### config.mk
export PLATFORM = sky130hd
export DESIGN_NAME = l2_snoop_arbiter
export DESIGN_NICKNAME = d
export VERILOG_FILES = /design/src/rtl/l2_config_and_types.sv /design/src/rtl/l2_rr_priority.sv /design/src/rtl/l2_snoop_arbiter.sv
export SDC_FILE = /design/constraint.sdc
export NUM_CORES = 1
export LEC_CHECK = 0
export ABC_AREA = 1
export CAP_MARGIN = 10
export CORE_MARGIN = 2
export CORE_UTILIZATION = 38
export DETAILED_ROUTE_END_ITERATION = 12
export DONT_BUFFER_PORTS = 1
export HOLD_SLACK_MARGIN = 0.15
export PLACE_DENSITY = 0.62
export SYNTH_ARGS = -nofsm -noshare
export SYNTH_HDL_FRONTEND = slang
export SYNTH_SLANG_ARGS = --single-unit
### constraint.sdc
create_clock -name i_clk -period 5.4 [get_ports i_clk]
set_input_delay 0.54 -clock i_clk [delete_from_list [all_inputs] [get_ports i_clk]]
set_output_delay 0.54 -clock i_clk [all_outputs]
set_load 0.01 [all_outputs]
### src/rtl/l2_config_and_types.sv
// rtl/l2_config_and_types.sv - shared L2 coherence types and defaults
package l2_config_and_types;

    localparam int L2_NUM_PORTS          = 2;
    localparam int SNOOP_TIMEOUT_DEFAULT = 64;

    typedef enum logic [1:0] {
        IDLE  = 2'd0,
        SNOOP = 2'd1,
        DONE  = 2'd2
    } snoop_state_t;

    typedef struct packed {
        logic        hit;
        logic        dirty;
        logic [31:0] data;
    } snoop_response_t;

endpackage

### src/rtl/l2_rr_priority.sv
// rtl/l2_rr_priority.sv - two-input round-robin picker
module l2_rr_priority (
    input  logic [1:0] i_request,
    input  logic       i_last_grant,
    output logic       o_grant_id,
    output logic       o_any_valid
);

    always_comb begin
        o_any_valid = |i_request;
        // On contention the core that did not win last time goes first.
        if (&i_request) begin
            o_grant_id = ~i_last_grant;
        end else begin
            o_grant_id = i_request[1];
        end
    end

endmodule

### src/rtl/l2_snoop_arbiter.sv
// rtl/l2_snoop_arbiter.sv - serialises dual-core coherence requests onto the snoop path
module l2_snoop_arbiter
    import l2_config_and_types::*;
#(
    parameter int NUM_CPUS      = L2_NUM_PORTS,
    parameter int SNOOP_TIMEOUT = SNOOP_TIMEOUT_DEFAULT
) (
    input  logic                     i_clk,
    input  logic                     i_rst,
    input  logic [NUM_CPUS-1:0]      i_req_valid,
    input  logic [NUM_CPUS-1:0]      i_req_wnr,
    input  logic [NUM_CPUS-1:0][31:0] i_req_addr,
    output logic [NUM_CPUS-1:0]      o_req_ack,
    output logic                     o_resp_hit,
    output logic                     o_resp_data_valid,
    output logic [31:0]              o_resp_data,
    output logic [NUM_CPUS-1:0]      o_snoop_valid,
    output logic                     o_snoop_wnr,
    output logic [31:0]              o_snoop_addr,
    input  logic [NUM_CPUS-1:0]      i_snoop_ack,
    input  logic [NUM_CPUS-1:0]      i_snoop_hit,
    input  logic [NUM_CPUS-1:0]      i_snoop_dirty,
    input  logic [NUM_CPUS-1:0][31:0] i_snoop_data,
    output logic                     o_busy,
    output logic                     o_timeout_err
);

    localparam int CNT_W = $clog2(SNOOP_TIMEOUT);
    localparam logic [CNT_W-1:0] CNT_MAX = CNT_W'(SNOOP_TIMEOUT - 1);

    snoop_state_t    r_state;
    snoop_state_t    w_next_state;
    logic            r_grant_id;
    logic            r_last_grant;
    logic            r_wnr;
    logic [31:0]     r_addr;
    logic [CNT_W-1:0] r_count;
    snoop_response_t r_resp;
    logic            r_timeout_err;

    logic            w_grant_id;
    logic            w_any_valid;
    logic            w_other;
    logic            w_ack;
    logic            w_timeout;

    l2_rr_priority u_rr (
        .i_request    (i_req_valid),
        .i_last_grant (r_last_grant),
        .o_grant_id   (w_grant_id),
        .o_any_valid  (w_any_valid)
    );

    // Only the non-granted core may answer the snoop.
    assign w_other   = ~r_grant_id;
    assign w_ack     = i_snoop_ack[w_other];
    assign w_timeout = (r_count == CNT_MAX);

    always_ff @(posedge i_clk or posedge i_rst) begin
        if (i_rst) begin
            r_state <= IDLE;
        end else begin
            r_state <= w_next_state;
        end
    end

    always_comb begin
        w_next_state = r_state;
        case (r_state)
            IDLE:    if (w_any_valid) w_next_state = SNOOP;
            SNOOP:   if (w_ack || w_timeout) w_next_state = DONE;
            DONE:    w_next_state = IDLE;
            default: w_next_state = IDLE;
        endcase
    end

    always_ff @(posedge i_clk or posedge i_rst) begin
        if (i_rst) begin
            r_grant_id    <= 1'b0;
            r_last_grant  <= 1'b1;
            r_wnr         <= 1'b0;
            r_addr        <= '0;
            r_count       <= '0;
            r_resp        <= '0;
            r_timeout_err <= 1'b0;
        end else begin
            r_timeout_err <= 1'b0;
            case (r_state)
                IDLE: begin
                    if (w_any_valid) begin
                        r_grant_id   <= w_grant_id;
                        r_last_grant <= w_grant_id;
                        r_wnr        <= i_req_wnr[w_grant_id];
                        r_addr       <= i_req_addr[w_grant_id];
                    end
                end
                SNOOP: begin
                    // An ack arriving on the final count beats the timeout.
                    if (w_ack) begin
                        r_resp.hit   <= i_snoop_hit[w_other];
                        r_resp.dirty <= i_snoop_dirty[w_other];
                        r_resp.data  <= i_snoop_data[w_other];
                    end else if (w_timeout) begin
                        r_resp        <= '0;
                        r_timeout_err <= 1'b1;
                    end else begin
                        r_count <= r_count + CNT_W'(1);
                    end
                end
                DONE: begin
                    r_count <= '0;
                end
                default: ;
            endcase
        end
    end

    always_comb begin
        o_req_ack         = '0;
        o_snoop_valid     = '0;
        o_resp_hit        = 1'b0;
        o_resp_data_valid = 1'b0;
        o_resp_data       = '0;
        o_snoop_wnr       = 1'b0;
        o_snoop_addr      = '0;
        if (r_state == SNOOP) begin
            o_snoop_valid[w_other] = 1'b1;
            o_snoop_wnr            = r_wnr;
            o_snoop_addr           = r_addr;
        end
        if (r_state == DONE) begin
            o_req_ack[r_grant_id] = 1'b1;
            o_resp_hit            = r_resp.hit;
            o_resp_data_valid     = r_resp.dirty;
            o_resp_data           = r_resp.dirty ? r_resp.data : 32'd0;
        end
    end

    assign o_busy        = (r_state != IDLE);
    assign o_timeout_err = r_timeout_err;

endmodule

== Word level (Yosys, flattened, before mapping) ==
Index checks and enable logic that the tools add are counted.

* Register bits after elaboration: 78
* Input port bits: 140
* Output and inout port bits: 73

* $add $sub $neg: 1
* Magnitude comparators: 5
* Eq/ne operators: 7
* Multiplexer cells: 36
* Bitwise logic cells: 2
* Reduce and logical (&&, ||, !) cells: 13

{| class="wikitable"
|+ Operators by type and width
! kind !! count
|-
| $mux W32 || 7
|-
| $mux W34 || 2
|-
| $mux W1 || 17
|-
| $mux W6 || 2
|-
| $pmux W6 S2 || 1
|-
| $mux W2 || 4
|-
| $reduce_and A2 Y1 || 4
|-
| $add A6 B1 Y6 const B || 1
|-
| $eq A6 B6 Y1 const B || 1
|-
| $lt A1 B2 Y1 const B || 3
|-
| $ne A2 B2 Y1 const B || 3
|-
| $reduce_bool A2 Y1 || 3
|-
| $pmux W2 S2 || 1
|-
| $reduce_and A3 Y1 || 1
|-
| $demux W1 S1 || 2
|-
| $eq A2 B1 Y1 const B || 1
|-
| $eq A2 B2 Y1 const B || 1
|-
| $ge A1 B1 Y1 const B || 2
|-
| $logic_and A1 B1 Y1 || 2
|-
| $logic_not A2 Y1 || 1
|-
| $ne A2 B1 Y1 const B || 1
|-
| $not A1 Y1 || 2
|-
| $reduce_or A2 Y1 || 1
|-
| $logic_or A1 B1 Y1 || 1
|}

== Longest topological paths before layout ==
Gate-level depths: netlist of the first run.

* Depth after elaboration: 6
* Depth in mapped cells: 8

== By module ==
A second synthesis of the first run with hierarchy kept.

* Cells, all modules: 563
* Area total of the unflattened synthesis: 4,371.7 µm²

{| class="wikitable"
|+ By module, submodules not included
! module !! times used !! cells each !! area each (µm²) !! seq. area each (µm²)
|-
| l2_snoop_arbiter || 1 || 560 || 4,356.7 || 1,953.1
|-
| l2_rr_priority || 1 || 3 || 15.0 || 0.0
|}

== Least setup slack after synthesis of the first run ==
Ideal clock, no wire load.

* Kind: reg2out
* Start: reg r_state[0]
* End: out o_resp_data[0]
* Arrival: 1.227 ns
* Required time: 4.860 ns
* Slack: 3.633 ns
* Stages on the path, launching flop included: 7
* Buffers on the path: 1
* Path through: dfrtp_1 -> inv_1 -> nand2_1 -> nor2_1 -> inv_1 -> buf_2 -> nor2_1

* Word-level cells in the longest chain between the ends: 2

{| class="wikitable"
|+ RTL lines
! what !! line !! RTL
|-
| start, declared || l2_snoop_arbiter.sv:31 || <nowiki>snoop_state_t r_state;</nowiki>
|-
| start signal, assigned || l2_snoop_arbiter.sv:63 || <nowiki>r_state <= w_next_state;</nowiki>
|-
| $eq A2 B2 Y1 || l2_snoop_arbiter.sv:131 || <nowiki>if (r_state == DONE) begin</nowiki>
|-
| $mux W32 || l2_snoop_arbiter.sv:131 ||
|-
| end, declared || l2_snoop_arbiter.sv:16 || <nowiki>output logic [31:0] o_resp_data,</nowiki>
|}

No other way between the ends.

== Worst setup path after layout of the first run ==
* Start: reg r_state[1]
* End: out o_snoop_addr[0]

* Word-level cells in the longest chain between the ends: 2

{| class="wikitable"
|+ RTL lines
! what !! line !! RTL
|-
| $eq A2 B1 Y1 || l2_snoop_arbiter.sv:126 || <nowiki>if (r_state == SNOOP) begin</nowiki>
|-
| $mux W32 || l2_snoop_arbiter.sv:126 ||
|-
| end, declared || l2_snoop_arbiter.sv:19 || <nowiki>output logic [31:0] o_snoop_addr,</nowiki>
|}

No other way between the ends.

==> flow_summary.json, run 1 <==
{
  "timing.rr.start": "r_last_grant",
  "hold_viol": 0,
  "path_clk_slew_ps": 80,
  "wl_per_cell_um": 14.7,
  "synth_cell_types": 24,
  "p_total_uw": 2560,
  "ff_latch_area_um2": 1950,
  "cts_buffer_depth": 2,
  "ir_worst_vdd_uv": 256,
  "rrSetupSlack_ps": 2660,
  "clkSinkCount": 78,
  "antenna_found_initial": 0,
  "placementRows": 37,
  "htreeDepth": 3,
  "vias": 3303,
  "cp.required_ps": 4860,
  "synth_top_family_by_area": "simple AND/OR/NAND/NOR gates",
  "synth-compound-area-share_pct": 19.4,
  "postCtsHoldBufs": 0,
  "busiest_layer": "met2",
  "dp.cells": 623,
  "gp_congestion": 0.735,
  "crit_path_end_kind": "output pin",
  "synthAdderAreaFrac_pct": 0.309,
  "drv_slew": 0,
  "finClkSkew_ps": 7.45,
  "crit_path_start": "r_state[1]",
  "synthMuxAreaShare_pct": 0,
  "vias_per_cell": 5.16,
  "crit_slowest_cell": "clkinv_1",
  "synth_xor_area_share_pct": 0,
  "ios": 213,
  "grt_usage_pct": 15.9,
  "rsz0062_at_grt": "false",
  "status": "finished, final reports clean",
  "postLayoutSetupSlackWorst_ps": 2630,
  "worst_setup_path_start_kind": "flop",
  "cts_tree": "done",
  "ys_seq_elements": 78,
  "use_met3_pct": 3.77,
  "yosys_warnings": 0,
  "drt-pass1-iter-count": 4,
  "path_max_fanout": 35,
  "use_met2_pct": 25.3,
  "first_iter_violations": 213,
  "worst_path_dominant_cell_family": "buffers and inverters",
  "cts_resized": 0,
  "multiInputGateArea_um2": 1620,
  "area_growth_pct": 6.18,
  "placeableCoreArea_um2": 10300,
  "postCtsSetupRepairBufs": 0,
  "fmax_ghz": 0.361,
  "drv_cap": 0,
  "setup_viol": 0,
  "finalCritPeriodShare_pct": 51.3,
  "critPathCapture": "o_snoop_addr[0]",
  "grt_max_degree": 79,
  "synth-seq-area-share_pct": 48.2,
  "nets": 640,
  "clock_tree.root_cell": "clkbuf_8",
  "timing.rr.end": "r_addr[23]",
  "cts_buffers": 9,
  "grt_pass1_vias": 3052,
  "crit_chain": "nor2_2 > clkinv_1 > nor2_1",
  "worstRegToRegCells": 5,
  "ant_nets": 0,
  "crit_type": "flop to output pin",
  "path_buf_inv": 1,
  "grt_util_met1_pct": 20.7,
  "utilization_pct": 41.7,
  "grt_overflow": 0,
  "antenna_cells": 0,
  "totalWireLength_um": 9430,
  "io_buffer_count": 0,
  "clock_latency_ps": 340,
  "total_leakage_power_uw": 0.00205,
  "dpl.hpwl_um": 6560,
  "grt_pass1_wl_um": 14400,
  "powerDensity_nw_per_um2": 594,
  "drcViolationCount": 0,
  "final_cell_count_no_fill": 640,
  "die_area_um2": 11500,
  "syn_area_per_cell_um2": 7.82,
  "cp_slowest_stage_delay_ps": 750,
  "maxSlewHeadroom_pct": 26.7,
  "worstPathArrival_ps": 2230,
  "die_w_um": 107,
  "cp.depth": 3,
  "nFillCells": 1035,
  "die_y_um": 107,
  "syn_area_um2": 4050,
  "start_util_pct": 39.2,
  "syn-num-nets": 659,
  "finalSetupTns_ps": 0,
  "tightest_slew_ps": 1100,
  "synth-simple-area-share_pct": 20.4,
  "worstHoldPathType": "input pin to async pin",
  "fin_crit_ps": 2770,
  "pre_cts_ws_ps": 2580,
  "drive_above_1_share_pct": 11.9,
  "synthCells": 518
}
placed cells by master (no fill, tap or decap), drive strengths merged:
| cell type | netlist | final |
|---|---|---|
| buf | 16 | 3 |
| bufinv | 0 | 2 |
| clkbuf | 17 | 12 |
| clkinv | 1 | 4 |
| dfrtp | 77 | 77 |
| dfstp | 1 | 1 |
| ha | 1 | 1 |
| inv | 80 | 79 |
| nand2 | 32 | 32 |
| nand3 | 6 | 6 |
| nand4 | 1 | 1 |
| nor2 | 111 | 111 |
| nor3 | 1 | 1 |
| o21ai | 70 | 70 |
| o21bai | 2 | 2 |
| o22ai | 67 | 67 |
| or2 | 35 | 35 |
area by class of cell:
cell class / count / area share [%]
tap: 136 / 3.96
inverter: 81 / 7.10
multi-input combinational: 326 / 37.7
sequential: 78 / 45.4
clock buffer: 12 / 3.38
timing repair buffer: 3 / 0.815
clock inverter: 4 / 1.63
Yosys cell counts, drive strengths merged:
cell	instances	area share [%]
nor2	111	11
ha	1	0.31
nand3	6	0.74
or2	35	5.4
nand2	32	3.2
clkinv	1	0.093
o21ai	70	8.7
nand4	1	0.15
o21bai	2	0.37
o22ai	67	10
dfrtp	77	48
dfstp	1	0.65
nor3	1	0.12
inv	80	7.4
clkbuf	17	1.6
buf	16	2.6
metrics by stage:
stage               hold WS (ps)  area, um2
floorplan                    442       4050
global placement             457       4070
detailed placement           463       4070
CTS                          350       4280
global route                 349       4300
finish                       371       4300
worst min-delay path by stage:
stage                              end  cells after the start           start  slack (ps)
after floorplan           r_last_grant                      2    r_last_grant         440
after global placement    r_last_grant                      2    r_last_grant         460
after detailed placement  r_last_grant                      2    r_last_grant         460
after CTS                   r_addr[20]                      2  i_req_addr[52]         350
final                        r_resp[2]                      2           i_rst         370
after global routing        r_addr[20]                      2  i_req_addr[52]         350
routing by layer:
layer | wire length [um] | vias to the layer above
met2 | 4180 | 174
met1 | 4240 | 1486
met3 | 848 | 12
met5 | 0 | -
met4 | 161 | 0
li1 | - | 1631
power breakdown:
| part | switching, uW | leakage, uW | internal, uW | total (uW) |
|---|---|---|---|---|
| logic | 749 | 0.000976 | 360 | 1110 |
| registers | 109 | 0.000962 | 865 | 974 |
| clock network | 202 | 0.000110 | 272 | 474 |
worst register-to-register path, delay by kind of cell (launching register included):
family	cells	cell delay [ps]
DFF	1	540
and+or+nand+nor	2	840
buffers and inverters	1	740
AOI/OAI and AO/OA	2	510
flip-flops by register name, summed over array words and instances, names as in the netlist:
name and flops:
r_resp 34, r_addr 32, r_count 6, r_state 2, o_timeout_err 1, r_grant_id 1, r_last_grant 1, r_wnr 1
cell families (layout without fill, tap and decap cells):
| group | Yosys count | count (layout) |
|---|---|---|
| AND/OR/NAND/NOR | 186 | 186 |
| AO/OA/AOI/OAI | 139 | 139 |
| buffers and inverters | 114 | 100 |
| flip-flops | 78 | 78 |
| adder cells (fa/ha/maj) | 1 | 1 |
Note: power is estimated with default switching activity, not from simulation.
==> inputs of run 2 (changes only) <==
--- a/config.mk
+++ b/config.mk
@@ -5,14 +5,14 @@
 export SDC_FILE = /design/constraint.sdc
 export NUM_CORES = 1
 export LEC_CHECK = 0
-export ABC_AREA = 1
+export ABC_AREA = 0
 export CAP_MARGIN = 10
 export CORE_MARGIN = 2
 export CORE_UTILIZATION = 38
 export DETAILED_ROUTE_END_ITERATION = 12
 export DONT_BUFFER_PORTS = 1
 export HOLD_SLACK_MARGIN = 0.15
-export PLACE_DENSITY = 0.62
+export PLACE_DENSITY = 0.64
 export SYNTH_ARGS = -nofsm -noshare
 export SYNTH_HDL_FRONTEND = slang
 export SYNTH_SLANG_ARGS = --single-unit
==> constraint.sdc (replaced) <==
create_clock -name i_clk -period 2.4 [get_ports i_clk]
set_input_delay 0.24 -clock i_clk [delete_from_list [all_inputs] [get_ports i_clk]]
set_output_delay 0.24 -clock i_clk [all_outputs]
set_load 0.01 [all_outputs]
==> flow_summary.json, run 2 <==
{
  "dpl.hpwl_um": 6880,
  "synth-main-ff-cell": "dfrtp_1",
  "ys_seq_elements": 78,
  "synthCells": 434,
  "synthTopCellsByArea": "dfrtp_1 (45%), mux2i_1 (16%), nand2_1 (6.4%)",
  "status": "did not finish",
  "async_flop_share_pct": 100,
  "clkSinkCount": 78,
  "io_buffer_count": 0,
  "placementRows": 38,
  "cts_buffers": 9,
  "synth_edf_count": 0,
  "yosys_warnings": 0,
  "cts_resized": 0,
  "cts_buffer_depth": 2,
  "postCtsHoldBufs": 113,
  "htreeDepth": 3,
  "synth_cell_types": 33,
  "syn_area_per_cell_um2": 9.80,
  "synth.most_common_cell": "dfrtp_1",
  "syn-num-nets": 575,
  "yosys.area.top_type": "dfrtp_1",
  "gp_congestion": 0.701,
  "ios": 213,
  "clock_tree.root_cell": "clkbuf_8",
  "die_y_um": 110,
  "haltStage": "4_1_cts",
  "die_w_um": 110,
  "start_util_pct": 39.1,
  "postCtsSetupRepairBufs": 0,
  "error": "[ERROR RSZ-0060] Max buffer count reached.",
  "synth-seq-area-share_pct": 45.9,
  "syn_area_um2": 4250,
  "synth_commonest_cells": "dfrtp_1 (77), nand2_1 (72), mux2i_1 (67), and2_1 (38), o21ai_0 (36)",
  "synth_top_area_share_pct": 45.3
}
-- run 2: changes by cell type after synthesis, sizes merged, moves of 33 or more --
cell,previous run,this run
nor2,111,5
o22ai,67,34
and2,0,38
nand2,32,72
inv,80,4
or2,35,0
and3,0,33
mux2i,0,68
-- run 2: kinds of logic after synthesis --
| family | count (synthesis) | synth area share (%) |
|---|---|---|
| AOI/OAI and AO/OA | 84 | 12.8 |
| adders and majority gates | 1 | 0.294 |
| buffers and inverters | 41 | 5.44 |
| DFF | 78 | 45.9 |
| muxes | 68 | 16.3 |
| and+or+nand+nor | 162 | 19.2 |
-- run 2: stage by stage --
stage	instance area (um2)	cells	worst slack, ps
3_5_place_dp	4330	545	607
3_3_place_gp	4330	545	654
2_1_floorplan	4250	434	167
==> inputs of run 3 (changes only) <==
--- a/config.mk
+++ b/config.mk
@@ -8,11 +8,10 @@
 export ABC_AREA = 0
 export CAP_MARGIN = 10
 export CORE_MARGIN = 2
-export CORE_UTILIZATION = 38
+export CORE_UTILIZATION = 23
 export DETAILED_ROUTE_END_ITERATION = 12
 export DONT_BUFFER_PORTS = 1
-export HOLD_SLACK_MARGIN = 0.15
-export PLACE_DENSITY = 0.64
+export PLACE_DENSITY_LB_ADDON = 0.15
 export SYNTH_ARGS = -nofsm -noshare
 export SYNTH_HDL_FRONTEND = slang
 export SYNTH_SLANG_ARGS = --single-unit
==> constraint.sdc (replaced) <==
create_clock -name i_clk -period 3.1 [get_ports i_clk]
set_input_delay 0.31 -clock i_clk [delete_from_list [all_inputs] [get_ports i_clk]]
set_output_delay 0.31 -clock i_clk [all_outputs]
set_load 0.01 [all_outputs]
==> flow_summary.json, run 3 <==
{
  "status": "finished, final reports clean",
  "synth_commonest_cells": "dfrtp_1 (77), nand2_1 (72), mux2i_1 (67), and2_1 (38), o21ai_0 (36)",
  "vias": 3008,
  "drv_cap": 0,
  "ys_seq_elements": 78,
  "clock_latency_ps": 340,
  "drive_above_1_share_pct": 10.4,
  "final_cell_count_no_fill": 651,
  "die_w_um": 140,
  "final_common_cell": "dfrtp_1",
  "worst_setup_path_start_kind": "flop",
  "nets": 558,
  "fmax_ghz": 0.512,
  "die_y_um": 140,
  "first_iter_violations": 128,
  "syn-num-nets": 575,
  "crit_type": "flop to output pin",
  "start_util_pct": 23.6,
  "largest_reg_flops": 34,
  "synth-main-ff-cell": "dfrtp_1",
  "yosys.area.top_type": "dfrtp_1",
  "total_leakage_power_uw": 0.00220,
  "cts_buffers": 9,
  "grt_overflow": 0,
  "dpl.hpwl_um": 7440,
  "pre_cts_ws_ps": 1310,
  "grt_pass1_vias": 3030,
  "crit_path_start": "r_resp[32]",
  "reg.largest.list": "r_resp: 34 flops, r_addr: 32 flops, r_count: 6 flops",
  "path_max_fanout": 34,
  "totalWireLength_um": 10800,
  "postLayoutSetupSlackWorst_ps": 1150,
  "p_total_uw": 4940,
  "hold_viol": 0,
  "worst_path_dominant_cell_family": "flip-flops",
  "ios": 213,
  "clock_tree.root_cell": "clkbuf_16",
  "dr.max_layer_used": "met4",
  "wl_met1_um": 4770,
  "hold_start": "i_req_valid[0]",
  "worstPathArrival_ps": 1640,
  "maxSlewHeadroom_pct": 40.9,
  "finalSetupTns_ps": 0,
  "drcViolationCount": 0,
  "gp_congestion": 0.721,
  "crit_chain": "and3_1",
  "grt_max_degree": 79,
  "antenna_cells": 0,
  "final_area_um2": 4810,
  "clkSinkCount": 78,
  "vias_per_cell": 4.62,
  "path_buf_inv": 0,
  "synth_top_area_share_pct": 45.3,
  "synth.most_common_cell": "dfrtp_1",
  "crit_slowest_cell": "dfrtp_1",
  "dr_wl_met3_um": 943,
  "io_buffer_count": 0,
  "tightest_slew_ps": 886,
  "cp.required_ps": 2790,
  "ir_worst_vdd_uv": 300,
  "nFillCells": 1900,
  "dp.cells": 634,
  "placeableCoreArea_um2": 18000,
  "synth-seq-area-share_pct": 45.9,
  "ant_nets": 0,
  "postCtsSetupRepairBufs": 0,
  "final_cell_mix": "dfrtp_1 (76), nand2_1 (72), mux2i_1 (67)",
  "antenna_found_initial": 0,
  "cts_buffer_depth": 2,
  "placementRows": 49,
  "crit_path_end_kind": "output pin",
  "yosys_warnings": 0,
  "synthCells": 434,
  "grt_pass1_wl_um": 16900,
  "cp_slowest_stage_delay_ps": 920,
  "synth_cell_types": 33,
  "multiInputGateArea_um2": 2100,
  "synth_edf_count": 0,
  "ff_latch_area_um2": 1950,
  "synthTopCellsByArea": "dfrtp_1 (45%), mux2i_1 (16%), nand2_1 (6.4%)",
  "syn_area_per_cell_um2": 9.80,
  "setup_viol": 0,
  "registers.top_by_ff_count": "r_resp",
  "path_clk_slew_ps": 60,
  "syn_area_um2": 4250,
  "wl_per_cell_um": 16.6,
  "cts_tree": "done",
  "htreeDepth": 3,
  "powerDensity_nw_per_um2": 1030,
  "finClkSkew_ps": 5.48,
  "grt_usage_pct": 11.1,
  "die_area_um2": 19600,
  "area_growth_pct": 13.1,
  "finalCritPeriodShare_pct": 63.0,
  "timing.rr.start": "r_count[0]",
  "wl_met2_um": 4910,
  "rsz0062_at_grt": "false",
  "drt-pass1-iter-count": 4,
  "fin_crit_ps": 1950,
  "drv_slew": 0,
  "postPlaceCellArea_um2": 4430,
  "async_flop_share_pct": 100,
  "worstHoldPathType": "input pin to flop"
}
run 3: area by class of cell:
type	instances	share of cell area, %
flip-flops and latches	78	40.6
clock buffers	10	4.97
inverters	4	0.338
clock inverters	6	2.76
repair buffers	9	1.72
well taps	229	5.96
multi-input cells	315	43.6
run 3: logic make-up after synthesis:
logic type,synth area share [%]
muxes,16.3
adders and majority gates,0.294
AOI/OAI and AO/OA,12.8
DFF,45.9
and+or+nand+nor,19.2
buffers and inverters,5.44
run 3: where the power goes:
part / leakage [uW] / switching [uW] / internal (uW)
sequential: 0.000970 / 289 / 1500
combinational: 0.00105 / 1120 / 705
clock: 0.000179 / 431 / 889
run 3: metal layers:
metal | track usage [%] | vias to the layer above
li1 | - | 1475
met1 | 14.3 | 1363
met2 | 17.1 | 157
met3 | 3.73 | 13
met4 | 4.74 | 0
met5 | 0 | -
run 3: what timing repair did:
action                                 in CTS  in global routing
endpoints found under the hold margin      77                  0
hold buffers                                1                  0
resized for setup                           0                  0
run 3: stage by stage:
step | utilization [%] | hold WS [ps]
floorplan | - | 380
global placement | 24.6 | 328
detailed placement | 24.6 | 324
CTS | 26.7 | 14.5
global route | 26.7 | 29.6
finish | 26.7 | 36.1
run 3: path summary, 6_finish.rpt:
kind | to | slack [ps] | cells past startpoint
worst min register to register | r_addr[29] | 470 | 2
worst max-delay path | o_resp_data[23] | 1150 | 1
max in group asynchronous | r_last_grant | 2210 | 3
worst min-delay path | r_last_grant | 40 | 1
worst max register to register | r_resp[25] | 1310 | 6
min in group asynchronous | r_resp[22] | 520 | 3
==> inputs of run 4 (changes only) <==
--- a/config.mk
+++ b/config.mk
@@ -5,7 +5,7 @@
 export SDC_FILE = /design/constraint.sdc
 export NUM_CORES = 1
 export LEC_CHECK = 0
-export ABC_AREA = 0
+export ABC_AREA = 1
 export CAP_MARGIN = 10
 export CORE_MARGIN = 2
 export CORE_UTILIZATION = 23
==> constraint.sdc (replaced) <==
create_clock -name i_clk -period 1.79 [get_ports i_clk]
set_input_delay 0.179 -clock i_clk [delete_from_list [all_inputs] [get_ports i_clk]]
set_output_delay 0.179 -clock i_clk [all_outputs]
set_load 0.01 [all_outputs]
==> flow_summary.json, run 4 (synthesized netlist as in run 1, its figures left out) <==
{
  "die_area_um2": 18700,
  "fmax_ghz": 0.576,
  "total_leakage_power_uw": 0.00251,
  "worstRegToRegCells": 5,
  "htreeDepth": 3,
  "setup_viol": 0,
  "reg.largest.list": "r_resp: 34 flops, r_addr: 32 flops, r_count: 6 flops",
  "cp_slowest_stage_delay_ps": 400,
  "die_y_um": 137,
  "die_w_um": 137,
  "path_buf_inv": 3,
  "crit_slowest_cell": "dfrtp_1",
  "maxSlewHeadroom_pct": 72.0,
  "clock_tree.root_cell": "clkbuf_16",
  "final_cell_mix": "nor2_1 (97), inv_1 (78), dfrtp_1 (77)",
  "ant_nets": 0,
  "cts_buffer_depth": 2,
  "drive_above_1_share_pct": 25.6,
  "dp.cells": 788,
  "registers.top_by_ff_count": "r_resp",
  "min_path_cells": 2,
  "placeableCoreArea_um2": 17200,
  "ios": 213,
  "antenna_found_initial": 0,
  "clkSinkCount": 78,
  "dpl.hpwl_um": 7950,
  "grt_overflow": 0,
  "grt_pass1_vias": 3535,
  "finalSetupTns_ps": 0,
  "crit_path_end_kind": "output pin",
  "worst_path_dominant_cell_family": "buffers and inverters",
  "final_cell_count_no_fill": 807,
  "drt-pass1-iter-count": 4,
  "crit_type": "flop to output pin",
  "path_max_fanout": 35,
  "p_total_uw": 9140,
  "largest_reg_flops": 34,
  "worstHoldPathType": "input pin to flop",
  "timing.rr.end": "r_addr[30]",
  "worstPathArrival_ps": 1560,
  "pre_cts_ws_ps": 117,
  "finClkSkew_ps": 6.96,
  "cts_buffers": 9,
  "path_clk_slew_ps": 60,
  "drv_slew": 0,
  "timing.rr.start": "r_last_grant",
  "grt_max_degree": 79,
  "crit_chain": "nor2_2 > clkinv_1 > buf_6 > nor2_1 > buf_4",
  "finalCritPeriodShare_pct": 97.0,
  "cp.required_ps": 1610,
  "area_growth_pct": 28.0,
  "clock_latency_ps": 330,
  "worst_setup_path_start_kind": "flop",
  "drcViolationCount": 0,
  "tightest_slew_ps": 420,
  "drv_cap": 0,
  "rrSetupSlack_ps": 170,
  "grt_usage_pct": 11.9,
  "vias_per_cell": 4.45,
  "start_util_pct": 23.5,
  "fin_crit_ps": 1740,
  "rsz0062_at_grt": "true",
  "ir_worst_vdd_uv": 792,
  "powerDensity_nw_per_um2": 1760,
  "holdPathEnd": "r_addr[10]",
  "crit_path_start": "r_state[1]",
  "nets": 718,
  "gp_congestion": 0.731,
  "status": "finished, final reports clean",
  "antenna_cells": 0,
  "final_common_cell": "nor2_1",
  "cts_tree": "done",
  "first_iter_violations": 89,
  "postLayoutSetupSlackWorst_ps": 54.1,
  "grt_pass1_wl_um": 17300,
  "totalWireLength_um": 11500,
  "wl_per_cell_um": 14.2,
  "placementRows": 48,
  "hold_start": "i_req_addr[42]",
  "hold_viol": 0,
  "vias": 3589,
  "io_buffer_count": 0
}
run 4: per-layer routing:
metal / vias to the layer above / track usage, % / share of wire (%)
li1: 1790 / - / -
met1: 1626 / 16.1 / 46
met2: 163 / 18.3 / 44
met3: 10 / 2.74 / 7.9
met4: 0 / 4.86 / 1.4
met5: - / 0 / 0
run 4: metrics by stage:
| step | hold slack, ps | utilization (%) | area, um2 |
|---|---|---|---|
| 3_5_place_dp | 214 | 27.7 | 4770 |
| 2_1_floorplan | 354 | - | 4050 |
| 6_report | 21.1 | 30.1 | 5180 |
| 4_1_cts | 3.65 | 29.8 | 5130 |
| 3_3_place_gp | 207 | 27.7 | 4770 |
| 5_1_grt | 8.96 | 30.1 | 5180 |
run 4: timing repair:
action | in CTS | in global routing
endpoints found under the hold margin | 77 | 0
buffers inserted | 0 | 1
gates resized for setup | 3 | 15
endpoints found under the setup margin | 27 | 71
cloned | 0 | 1
hold buffers | 1 | 0
run 4: power by group:
part	internal, uW	switching, uW
clock network	1330	707
logic	1660	2570
registers	2620	254
run 4: worst max path at each step:
stage                                   to  slack, ps  cells past startpoint
after global routing      o_snoop_addr[30]        -70                      5
after detailed placement         r_addr[1]        120                      5
after CTS                   o_resp_data[6]         10                      7
final                     o_snoop_addr[22]         50                      5
after floorplan             o_resp_data[0]        380                      6
after global placement           r_addr[1]        120                      5
run 4: area by class of cell:
| type | count | area, um2 |
|---|---|---|
| clock buffer | 13 | 270 |
| tap | 225 | 282 |
| multi-input combinational | 326 | 1650 |
| timing repair inverter | 1 | 7.51 |
| sequential | 78 | 1950 |
| timing repair buffer | 80 | 644 |
| clock inverter | 3 | 65.1 |
| fill | 1861 | 12100 |
| inverter | 81 | 312 |
